--- src/rtl/score_pkg.sv ---
// Shared constants and state encoding for the score RAM and its leader scanner.
package score_pkg;

    localparam int unsigned ADDR_W   = 4;
    localparam int unsigned DATA_W   = 4;
    localparam int unsigned DEPTH    = 2 ** ADDR_W;
    localparam int unsigned MAX_SLOT = 15;

    localparam logic [ADDR_W-1:0] MaxSlotAddr = ADDR_W'(MAX_SLOT);
    localparam logic [ADDR_W-1:0] LastScanIdx = ADDR_W'(MAX_SLOT - 1);
    localparam logic [ADDR_W-1:0] LastClrIdx  = ADDR_W'(DEPTH - 1);

    typedef enum logic {
        StClear,
        StRun
    } state_e;

endpackage

--- src/rtl/score_leader_scan.sv ---
// Background scanner: walks slots 0..MAX_SLOT-1 one per cycle and publishes the
// highest score (lowest id on ties) at the end of each pass.
module score_leader_scan
    import score_pkg::*;
(
    input  logic              clk_i,
    input  logic              reset_i,
    input  logic              run_i,
    input  logic [DATA_W-1:0] rd_data_i,
    output logic [ADDR_W-1:0] rd_addr_o,
    output logic [ADDR_W-1:0] best_id_o,
    output logic [DATA_W-1:0] best_score_o
);

    logic [ADDR_W-1:0] idx_q, idx_d;
    logic [ADDR_W-1:0] run_id_q, run_id_d;
    logic [DATA_W-1:0] run_max_q, run_max_d;
    logic [ADDR_W-1:0] best_id_q, best_id_d;
    logic [DATA_W-1:0] best_score_q, best_score_d;
    logic [ADDR_W-1:0] id_nxt;
    logic [DATA_W-1:0] max_nxt;

    // Fold the current slot into the running max and advance the index.
    always_comb begin
        idx_d        = idx_q;
        run_id_d     = run_id_q;
        run_max_d    = run_max_q;
        best_id_d    = best_id_q;
        best_score_d = best_score_q;

        // Slot 0 seeds the pass; afterwards only a strictly larger score wins.
        if (idx_q == '0) begin
            max_nxt = rd_data_i;
            id_nxt  = '0;
        end else if (rd_data_i > run_max_q) begin
            max_nxt = rd_data_i;
            id_nxt  = idx_q;
        end else begin
            max_nxt = run_max_q;
            id_nxt  = run_id_q;
        end

        if (run_i) begin
            run_max_d = max_nxt;
            run_id_d  = id_nxt;
            if (idx_q == LastScanIdx) begin
                idx_d        = '0;
                best_id_d    = id_nxt;
                best_score_d = max_nxt;
            end else begin
                idx_d = idx_q + ADDR_W'(1);
            end
        end
    end

    // Scanner state and published leader registers.
    always_ff @(posedge clk_i) begin
        if (reset_i) begin
            idx_q        <= '0;
            run_id_q     <= '0;
            run_max_q    <= '0;
            best_id_q    <= '0;
            best_score_q <= '0;
        end else begin
            idx_q        <= idx_d;
            run_id_q     <= run_id_d;
            run_max_q    <= run_max_d;
            best_id_q    <= best_id_d;
            best_score_q <= best_score_d;
        end
    end

    assign rd_addr_o    = idx_q;
    assign best_id_o    = best_id_q;
    assign best_score_o = best_score_q;

endmodule

--- src/rtl/score_memory.sv ---
// 16x4 score RAM with post-reset self-clear, registered read port, stored-max
// mirror of the top slot and a background leader scanner.
// Build option: define SCORE_MEM_BYPASS_EN for write-first read-during-write;
// otherwise the read port is read-first like an inferred block RAM.
module score_memory
    import score_pkg::*;
(
    input  logic              clk_i,
    input  logic              reset_i,
    input  logic [ADDR_W-1:0] address_i,
    input  logic [DATA_W-1:0] data_i,
    input  logic              wren_i,
    output logic [DATA_W-1:0] q_o,
    output logic              busy_o,
    output logic [ADDR_W-1:0] best_id_o,
    output logic [DATA_W-1:0] best_score_o,
    output logic [DATA_W-1:0] stored_max_o
);

    state_e            state_q, state_d;
    logic [ADDR_W-1:0] clr_cnt_q, clr_cnt_d;
    logic [DATA_W-1:0] mem_q [DEPTH];
    logic [DATA_W-1:0] q_q, q_d;
    logic [DATA_W-1:0] stored_max_q, stored_max_d;
    logic              run;
    logic [ADDR_W-1:0] scan_addr;
    logic [DATA_W-1:0] scan_data;

    assign run = (state_q == StRun);

    // Clear sequencer: one slot per cycle, then hand over to normal operation.
    always_comb begin
        state_d   = state_q;
        clr_cnt_d = clr_cnt_q;
        unique case (state_q)
            StClear: begin
                clr_cnt_d = clr_cnt_q + ADDR_W'(1);
                if (clr_cnt_q == LastClrIdx) begin
                    state_d = StRun;
                end
            end
            StRun:   state_d = StRun;
            default: state_d = StClear;
        endcase
    end

    // FSM state register.
    always_ff @(posedge clk_i) begin
        if (reset_i) begin
            state_q   <= StClear;
            clr_cnt_q <= '0;
        end else begin
            state_q   <= state_d;
            clr_cnt_q <= clr_cnt_d;
        end
    end

    // Array writes: zeroing during clear, controller writes only once running.
    always_ff @(posedge clk_i) begin
        if (!reset_i) begin
            if (state_q == StClear) begin
                mem_q[clr_cnt_q] <= '0;
            end else if (wren_i) begin
                mem_q[address_i] <= data_i;
            end
        end
    end

    // Read-port and stored-max next values; both held at zero while clearing.
    always_comb begin
        q_d          = '0;
        stored_max_d = '0;
        if (run) begin
`ifdef SCORE_MEM_BYPASS_EN
            q_d = wren_i ? data_i : mem_q[address_i];
`else
            q_d = mem_q[address_i];
`endif
            // Mirror reflects the write landing on this same edge.
            stored_max_d = (wren_i && (address_i == MaxSlotAddr)) ? data_i : mem_q[MaxSlotAddr];
        end
    end

    // Output registers for the controller and display paths.
    always_ff @(posedge clk_i) begin
        if (reset_i) begin
            q_q          <= '0;
            stored_max_q <= '0;
        end else begin
            q_q          <= q_d;
            stored_max_q <= stored_max_d;
        end
    end

    // Combinational second read port feeding the scanner.
    assign scan_data = mem_q[scan_addr];

    score_leader_scan u_scan (
        .clk_i        (clk_i),
        .reset_i      (reset_i),
        .run_i        (run),
        .rd_data_i    (scan_data),
        .rd_addr_o    (scan_addr),
        .best_id_o    (best_id_o),
        .best_score_o (best_score_o)
    );

    assign q_o          = q_q;
    assign busy_o       = ~run;
    assign stored_max_o = stored_max_q;

endmodule

--- config.mk ---
export PLATFORM = sky130hd
export DESIGN_NAME = score_memory
export DESIGN_NICKNAME = d
export VERILOG_FILES = /design/src/rtl/score_pkg.sv /design/src/rtl/score_leader_scan.sv /design/src/rtl/score_memory.sv
export SDC_FILE = /design/constraint.sdc
export NUM_CORES = 1
export LEC_CHECK = 0
export CAP_MARGIN = 10
export CORE_ASPECT_RATIO = 1.2
export CORE_MARGIN = 2
export CORE_UTILIZATION = 54
export CTS_BUF_LIST = sky130_fd_sc_hd__clkbuf_4
export DETAILED_ROUTE_END_ITERATION = 10
export PLACE_DENSITY_LB_ADDON = 0.3
export SLEW_MARGIN = 20
export SYNTH_ARGS = -nofsm -noshare
export SYNTH_HDL_FRONTEND = slang
export SYNTH_HIERARCHICAL = 1
export SYNTH_SLANG_ARGS = --single-unit
--- constraint.sdc ---
create_clock -name clk_i -period 2.9 [get_ports clk_i]
set_input_delay 0.29 -clock clk_i [delete_from_list [all_inputs] [get_ports clk_i]]
set_output_delay 0.29 -clock clk_i [all_outputs]
set_load 0.005 [all_outputs]
Word level (Yosys, flattened, before mapping)
Memories as Yosys holds them, arrays and structs flattened. A register that Yosys moved wholly into a read port is not among the register bits. Cells that the tools add are included.

Flip-flop bits (word level): 25. Latch bits: 0. Memory bits (writable): 64. Memory bits (read-only): 0. Bits of input ports: 11. Output and inout port bits: 17. Logic and storage cells: 37. Memories kept: 1.

Memory list: mem_q (words 16, width 4, rd ports 3, clocked after memory_dff 3, write ports 1, RTL line score_memory.sv:22) `logic [DATA_W-1:0] mem_q [DEPTH];`.

$add $sub $neg: 2. Multipliers: 0. Divide/modulo/power cells: 0. $lt $le $gt $ge: 1. Equality and inequality tests: 2. Shifts and indexed selects: 0. Muxes and demuxes: 19. Bitwise operators: 1. Reductions and logical operators: 4.

Operators with widths (count): 2-to-1 mux 4 bit (9); 2-to-1 mux 1 bit (9); adder 4 x 1 -> 4 bit, second input constant (2); equality test 4 bit, second input constant (2); > comparator 4 bit (1); zero test 4 bit (1); OR reduction 4 bit (1); case mux 1 bit (2 select lines) (1); AND reduction 2 bit (1); OR reduction 2 bit (1); inverter 1 bit (1).

Logic depth before layout (Yosys ltp)
Gate-level depths: netlist (run 1).

Depth in word-level cells: 6. Mapped depth: 11. Gate-level depth less buffers: 9.

By module
Netlist (run 1), hierarchy kept.

Modules (own cells, without submodules): score_memory (instances 1, cells an instance 204, area each 3562.2 um^2, sequential area each 2182.1 um^2); score_leader_scan (instances 1, cells an instance 106, area each 997.2 um^2, sequential area each 400.4 um^2).

Worst setup path before layout (run 1)
Ideal clock, no wire load.

Path kind: reg-to-reg. Start: register u_scan.idx_q[1], in the netlist u_scan/rd_addr_o[1]. End: register u_scan.best_id_q[1], in the netlist u_scan/best_id_o[1]. Setup time: 86 ps. Arrival: 2987 ps. Slack: -173 ps. Cell stages (with the launch flop): 11. Path buffers: 2. Clock period less this slack: 3073 ps. Cell sequence: dfxtp_1 -> clkbuf_1 -> buf_1 -> mux4_2 -> mux4_2 -> ha_1 -> nor2b_1 -> o211ai_2 -> a21boi_1 -> nor2_1 -> a211oi_1.

Cells in the longest elaborated chain, start to end: 2.

RTL lines: start, declared (RTL line score_leader_scan.sv:15) `logic [ADDR_W-1:0] idx_q, idx_d;`; start signal, assigned (RTL line score_leader_scan.sv:65) `idx_q <= idx_d;`; equality test 4 bit, or another cell as far along (RTL line score_leader_scan.sv:46) `if (idx_q == LastScanIdx) begin`; AND reduction 2 bit (no source line) / 2-to-1 mux 4 bit (equally long branches); end signal, assigned (RTL line score_leader_scan.sv:68) `best_id_q <= best_id_d;`; end, declared (RTL line score_leader_scan.sv:18) `logic [ADDR_W-1:0] best_id_q, best_id_d;`.

Parallel ways exist; a longest one is shown, timed or not. A chain may end at the register's enable or synchronous reset.

Worst setup path after layout (run 1)
Start: register u_scan.idx_q[0], in the netlist u_scan/rd_addr_o[0]. End: register u_scan.best_score_q[1], in the netlist u_scan/best_score_o[1].

Cells in the longest elaborated chain, start to end: 2.

RTL lines: equality test 4 bit / zero test 4 bit (equally long branches) (RTL line score_leader_scan.sv:46, score_leader_scan.sv:32); AND reduction 2 bit (no source line) / 2-to-1 mux 4 bit (equally long branches); end signal, assigned (RTL line score_leader_scan.sv:69) `best_score_q <= best_score_d;`; end, declared (RTL line score_leader_scan.sv:19) `logic [DATA_W-1:0] best_score_q, best_score_d;`.

Parallel ways exist; a longest one is shown, timed or not.

==> flow_metrics.py, run 1 <==
metrics = {
    "timing": {
        "clock_skew_ps": 27.5,
        "rsz0062_at_grt": "yes",
        "maxSlewHeadroom": 0.567,
        "fin_crit_ps": 2980,
        "final_hold_viol_count": 0,
        "drv_slew": 0,
        "fmax_mhz": 336,
        "worst_pin_slew_ps": 647,
        "final.setup.worst_slack_ps": -77.7,
        "finalCritPeriodShare": 1.03,
        "setup_tns_ps": -312,
        "hold_slack_ps": 413,
        "setup-violations-final": 9,
    },
    "setup_path": {
        "crit_buf_inv": 2,
        "end_kind": "flip-flop",
        "critPathRequiredTime_ps": 3250,
        "slowest_stage": "mux4_2",
        "max_stage_delay_ps": 520,
        "critPathTopFamily": "multiplexers",
        "crit_path_cell_trace": "buf_12 -> buf_4 -> mux4_2 -> mux4_2 -> ha_4 -> nor2b_4 -> o211ai_4 -> a21oi_4 -> mux2i_1 -> a211oi_2",
        "critPathLaunchType": "flip-flop",
        "crit_arrival_ps": 3320,
        "cp_max_fo": 8,
        "worst-setup-path-type": "reg -> reg",
        "crit_top_cell": "mux4_2",
    },
    "logic_synthesis": {
        "synth_nets": 326,
        "synth.yosys.seq_area_share": 0.566,
        "ys_warn_count": 6,
        "avgSynthCellArea_um2": 14.7,
        "ys_ff_latch": 97,
        "netlist_area_um2": 4560,
        "netlist_instances": 310,
        "ys_types": 42,
    },
    "die": {
        "io_pins": 28,
        "core_area_um2": 8150,
        "die_y_um": 105,
        "initial_core_util": 0.559,
        "die_area_um2": 9200,
        "die_w_um": 87.9,
        "rows": 36,
    },
    "power": {
        "p_per_area_nw_per_um2": 429,
        "p_leak_uw": 0.00191,
        "ir_worst_vdd_uv": 303,
        "power_uw": 2290,
    },
    "drt": {
        "initialDrtViolationCount": 210,
        "via_per_inst": 5.76,
        "wl_per_cell_um": 19.6,
        "drtAntennaViolNets": 0,
        "drt-total-wl_mm": 9.32,
        "drc": 0,
        "drt-pass1-iter-count": 4,
        "dr_total_vias": 2734,
    },
    "placement": {
        "gp_congestion": 0.928,
        "dp_hpwl_mm": 6.74,
        "place_area_um2": 5080,
        "portBuffers": 27,
    },
    "cts": {
        "cts.path.max_buffers": 2,
        "cts_tree": "built",
        "numCtsBuffers": 9,
        "clockRootBuffer": "clkbuf_4",
        "clk_latency_ps": 460,
        "clock-sinks": 97,
        "htree_num_levels": 3,
        "cts.clk_slew.worst_paths_ps": 150,
    },
    "job": {
        "cap_violations": 0,
    },
    "final_layout": {
        "area_growth_pct": 17.2,
        "layout_commonest_cell": "edfxtp_1",
        "layout_common_cells": "edfxtp_1, nor2_1, mux4_2, dfxtp_1, clkdlybuf4s50_1",
        "nets": 372,
        "drive_gt1_frac": 0.280,
        "diodes": 0,
        "layout.cell_area.non_filler_um2": 5340,
    },
    "grt": {
        "grt_max_degree": 29,
        "grt_pass1_vias": 2738,
        "antenna_found_initial": 0,
        "grt-ovfl-total": 0,
        "grt_usage": 0.214,
        "grt_pass1_wl_mm": 14.3,
    },
    "outcome": {
        "status": "complete, but fails checks",
        "violations": "negative setup slack",
    },
    "worst_hold_path": {
        "hold_class": "in -> reg",
    },
}
[cell usage after synthesis]
cell type | n | area share
buf_6 | 2 | 0.0049
o21a_1 | 1 | 0.0016
mux2i_1 | 25 | 0.055
mux4_2 | 36 | 0.18
nand3b_4 | 1 | 0.0044
edfxtp_1 | 64 | 0.42
xnor2_1 | 1 | 0.0019
nor3_2 | 1 | 0.0022
xor2_1 | 2 | 0.0038
a32oi_1 | 3 | 0.0058
o2111ai_1 | 1 | 0.0019
nor2b_1 | 3 | 0.0041
and2_1 | 1 | 0.0014
nor2_1 | 42 | 0.035
nand3_1 | 3 | 0.0033
buf_2 | 7 | 0.0077
and3_1 | 1 | 0.0014
dfxtp_1 | 33 | 0.14
a21oi_4 | 1 | 0.0036
nand2_1 | 15 | 0.012
o211ai_2 | 1 | 0.0027
a21boi_4 | 1 | 0.0041
buf_1 | 1 | 0.00082
inv_1 | 10 | 0.0082
nand3b_1 | 2 | 0.0033
clkbuf_1 | 6 | 0.0049
nor4_4 | 1 | 0.0047
nor3_1 | 1 | 0.0011
a21boi_1 | 1 | 0.0016
a21bo_2 | 1 | 0.0022
a211oi_1 | 3 | 0.0049
nor2b_2 | 1 | 0.0019
buf_4 | 1 | 0.0016
o22ai_1 | 4 | 0.0055
or2_2 | 2 | 0.0027
nand2b_1 | 7 | 0.0096
ha_1 | 5 | 0.014
a211oi_2 | 4 | 0.011
nor4b_4 | 1 | 0.0052
a21oi_1 | 9 | 0.0099
nand4_1 | 2 | 0.0027
o21ai_0 | 3 | 0.0033
[tightest hold or removal path: stages]
cell	delay, ps
clkdlybuf4s50_1	400
nand2_1	80
mux2i_1	70
[cell families after synthesis]
family	share of synthesized area
AOI/OAI and AO/OA	0.0582
xor gates and xnor gates	0.00576
adders and majority gates	0.0137
buffers and inverters	0.0283
DFF	0.566
muxes	0.233
and+or+nand+nor	0.0949
[power breakdown]
group	switching, µW	leakage, µW	internal [µW]
sequential	8.34	0.000945	1470
combinational	86.5	0.000905	82.5
clock	457	0.0000648	190
total	552	0.00191	1740
[path summary, 6_finish.rpt]
kind	start	end	slack, ps	cells after the start
max	u_scan/rd_addr_o[0]$_SDFFE_PP0P_	u_scan/best_score_o[1]$_SDFFE_PP0P_	-80	10
min	data_i[2]	stored_max_o[2]$_SDFF_PP0_	410	3
max reg2reg	u_scan/rd_addr_o[0]$_SDFFE_PP0P_	u_scan/best_score_o[1]$_SDFFE_PP0P_	-80	10
min reg2reg	u_scan/best_id_o[0]$_SDFFE_PP0P_	u_scan/best_id_o[0]$_SDFFE_PP0P_	490	2
[final cells by class]
cell class | count | area [µm²]
multi-input cells | 186 | 1940
repair buffers | 52 | 515
well taps | 114 | 143
inverters | 10 | 37.5
clock buffers | 10 | 75.1
flip-flops and latches | 97 | 2590
fillers | 608 | 2810
clock inverters | 6 | 42.5
[flip-flops by register name (all words and copies together) (netlist names)]
signal and flops:
clr_cnt_q 4, mem_q 64, q_o 4, run 1, stored_max_o 4, u_scan/best_id_o 4
u_scan/best_score_o 4, u_scan/rd_addr_o 4, u_scan/run_id_q 4, u_scan/run_max_q 4
[per-stage QoR]
| step | instances | util | setup slack, ps |
|---|---|---|---|
| 2_1_floorplan | 310 | - | 3.18 |
| 3_3_place_gp | 454 | 0.623 | -38.4 |
| 3_5_place_dp | 454 | 0.623 | -132 |
| 4_1_cts | 473 | 0.651 | 10.2 |
| 5_1_grt | 475 | 0.655 | -164 |
| 6_report | 475 | 0.655 | -77.7 |
[timing repair]
action	CTS	global route
endpoints found under the setup margin	16	15
resized for setup	8	3
cloned	1	0
buffers inserted	2	2
hold buffers	0	0
pin swaps	4	13
[layer usage]
metal | track usage | share of wire | vias to the layer above | routed length [µm]
met4 | 0.119 | 0.043 | 0 | 397
li1 | - | - | 1288 | -
met3 | 0.0387 | 0.046 | 26 | 433
met1 | 0.273 | 0.40 | 1344 | 3690
met5 | 0 | 0 | - | 0
met2 | 0.343 | 0.51 | 76 | 4800
Note: power is estimated with default switching activity, not from simulation.
==> run 2, diff against run 1 <==
--- a/config.mk
+++ b/config.mk
@@ -8,7 +8,7 @@
 export CAP_MARGIN = 10
 export CORE_ASPECT_RATIO = 1.2
 export CORE_MARGIN = 2
-export CORE_UTILIZATION = 54
+export CORE_UTILIZATION = 25
 export CTS_BUF_LIST = sky130_fd_sc_hd__clkbuf_4
 export DETAILED_ROUTE_END_ITERATION = 10
 export PLACE_DENSITY_LB_ADDON = 0.3
==> run 2 against run 1 <==
Against the previous run: the flow still finishes with violations (negative setup slack); routed wire length up 12%; clock-buffer cell count decreased by 1; global-route usage down 10 points; register-to-register slack better by 50 ps; fmax is 1.8% higher; core utilization fell by 35 points; power grew 6.6%; sequential power is essentially flat; setup slack better by 54 ps; critical path type unchanged; critical endpoint is now u_scan/run_max_q[3]$_SDFFE_PP0P_; largest cell class unchanged.
==> flow_metrics.py, run 2 (synthesis gave the netlist of run 1 again) <==
metrics = {
    "timing": {
        "final_hold_viol_count": 0,
        "setup-violations-final": 8,
        "rsz0062_at_grt": "yes",
        "drv_slew": 0,
        "final.setup.worst_slack_ps": -24.0,
        "worst_pin_slew_ps": 629,
        "clock_skew_ps": 16.7,
        "maxSlewHeadroom": 0.579,
        "hold_slack_ps": 390,
        "fmax_mhz": 342,
        "fin_crit_ps": 2920,
        "finalCritPeriodShare": 1.01,
    },
    "setup_path": {
        "crit_top_cell": "mux4_2",
        "critPathLaunchType": "flip-flop",
        "critPathRequiredTime_ps": 3260,
        "crit_path_cell_trace": "buf_12 -> buf_6 -> mux4_2 -> mux4_2 -> inv_2 -> ha_1 -> nand4_1 -> o21a_1 -> a21boi_4 -> mux2i_1 -> nor2_1",
        "crit_arrival_ps": 3280,
        "slowest_stage": "mux4_2",
        "max_stage_delay_ps": 530,
        "cp_max_fo": 8,
        "crit_buf_inv": 3,
        "end_kind": "flip-flop",
        "worst-setup-path-type": "reg -> reg",
        "critPathTopFamily": "multiplexers",
    },
    "grt": {
        "grt-ovfl-total": 0,
        "grt_usage": 0.113,
        "antenna_found_initial": 1,
        "grt_pass1_wl_mm": 16.6,
        "grt_max_degree": 29,
        "grt_pass1_vias": 2952,
    },
    "final_layout": {
        "layout_commonest_cell": "edfxtp_1",
        "fillers": 1772,
        "seq_area_um2": 2590,
        "multi_input_area_um2": 1930,
        "area_growth_pct": 21.0,
        "nets": 375,
        "drive_gt1_frac": 0.278,
        "regMostFlops": "mem_q",
        "largest_register_ffs": 64,
        "layout_common_cells": "edfxtp_1, nor2_1, mux4_2, dfxtp_1, clkdlybuf4s50_1",
    },
    "die": {
        "die_y_um": 152,
        "initial_core_util": 0.253,
        "die_area_um2": 19300,
        "io_pins": 28,
        "die_w_um": 127,
        "core_area_um2": 18000,
        "rows": 54,
    },
    "power": {
        "switching_share": 0.225,
        "intPower_uw": 1900,
        "p_comb_frac": 0.072,
        "ir_worst_vdd_uv": 180,
        "power_frac_seq": 0.604,
        "p_sw_uw": 550,
        "p_clk_frac": 0.324,
        "p_per_area_nw_per_um2": 443,
        "power_uw": 2450,
        "p_leak_uw": 0.00194,
    },
    "placement": {
        "gp_congestion": 0.777,
        "portBuffers": 27,
        "place_ws_ps": -124,
        "dp_hpwl_mm": 7.52,
    },
    "cts": {
        "cts.path.max_buffers": 2,
        "clockRootBuffer": "clkbuf_4",
        "numCtsBuffers": 9,
        "clk_latency_ps": 470,
        "cts_tree": "built",
        "hold_buffers": 0,
        "clock-sinks": 97,
        "cts.clk_slew.worst_paths_ps": 140,
        "htree_num_levels": 3,
    },
    "drt": {
        "drtAntennaViolNets": 0,
        "dr_total_vias": 2732,
        "drt-total-wl_mm": 10.5,
        "initialDrtViolationCount": 200,
        "via_per_inst": 4.65,
        "wl_per_cell_um": 17.8,
        "drt-pass1-iter-count": 4,
        "drc": 0,
    },
    "worst_hold_path": {
        "hold_class": "in -> reg",
    },
    "outcome": {
        "status": "complete, but fails checks",
        "violations": "negative setup slack",
    },
    "job": {
        "cap_violations": 0,
    },
}
-- run 2: power groups by stage --
stage	Combinational [µW]	Clock, µW	Sequential (µW)
3_5_place_dp	162	0	1510
6_report	175	793	1480
5_1_grt	190	874	1480
2_1_floorplan	106	0	1510
3_3_place_gp	162	0	1510
4_1_cts	176	815	1480
-- run 2: worst paths after layout --
path | endpoint | slack (ps) | start | cells after the start
max reg2reg | u_scan/run_max_q[3]$_SDFFE_PP0P_ | -20 | u_scan/rd_addr_o[0]$_SDFFE_PP0P_ | 11
max | u_scan/run_max_q[3]$_SDFFE_PP0P_ | -20 | u_scan/rd_addr_o[0]$_SDFFE_PP0P_ | 11
min | stored_max_o[1]$_SDFF_PP0_ | 390 | data_i[1] | 3
min reg2reg | u_scan/best_id_o[0]$_SDFFE_PP0P_ | 480 | u_scan/best_id_o[0]$_SDFFE_PP0P_ | 2
-- run 2: final cells by class --
type,instances,area share
Multi-Input combinational cell,186,0.349
Clock buffer,9,0.0122
Antenna cell,1,0.000454
Sequential cell,97,0.469
Inverter,10,0.00680
Timing Repair Buffer,55,0.0966
Clock inverter,6,0.0152
Tap cell,224,0.0508
-- run 2: what timing repair did --
item / 4_1_cts / 5_1_grt
cloned: 1 / 0
gates resized for setup: 9 / 4
setup buffers: 4 / 1
pin swaps: 9 / 3
setup endpoints to repair: 16 / 16
hold endpoints to repair: 0 / 0
-- run 2: tightest hold or removal path, delay by kind of cell --
| kind | cells | cell delay, ps |
|---|---|---|
| AND/OR/NAND/NOR | 1 | 70 |
| multiplexers | 1 | 60 |
| buffers and inverters | 1 | 400 |
-- run 2: layer usage --
metal,GRT usage,vias up,share of wire
met5,0,-,0
li1,-,1285,-
met1,0.138,1372,0.42
met3,0.0236,16,0.039
met4,0.0440,0,0.023
met2,0.196,59,0.52
-- run 2: metrics by stage --
step,cells,utilization,TNS [ps],cell area [µm²]
floorplan,310,-,0,4600
global placement,566,0.290,-790,5230
detailed placement,566,0.290,-1580,5230
CTS,586,0.305,-73.6,5500
global route,588,0.306,-1330,5520
finish,588,0.306,-120,5520
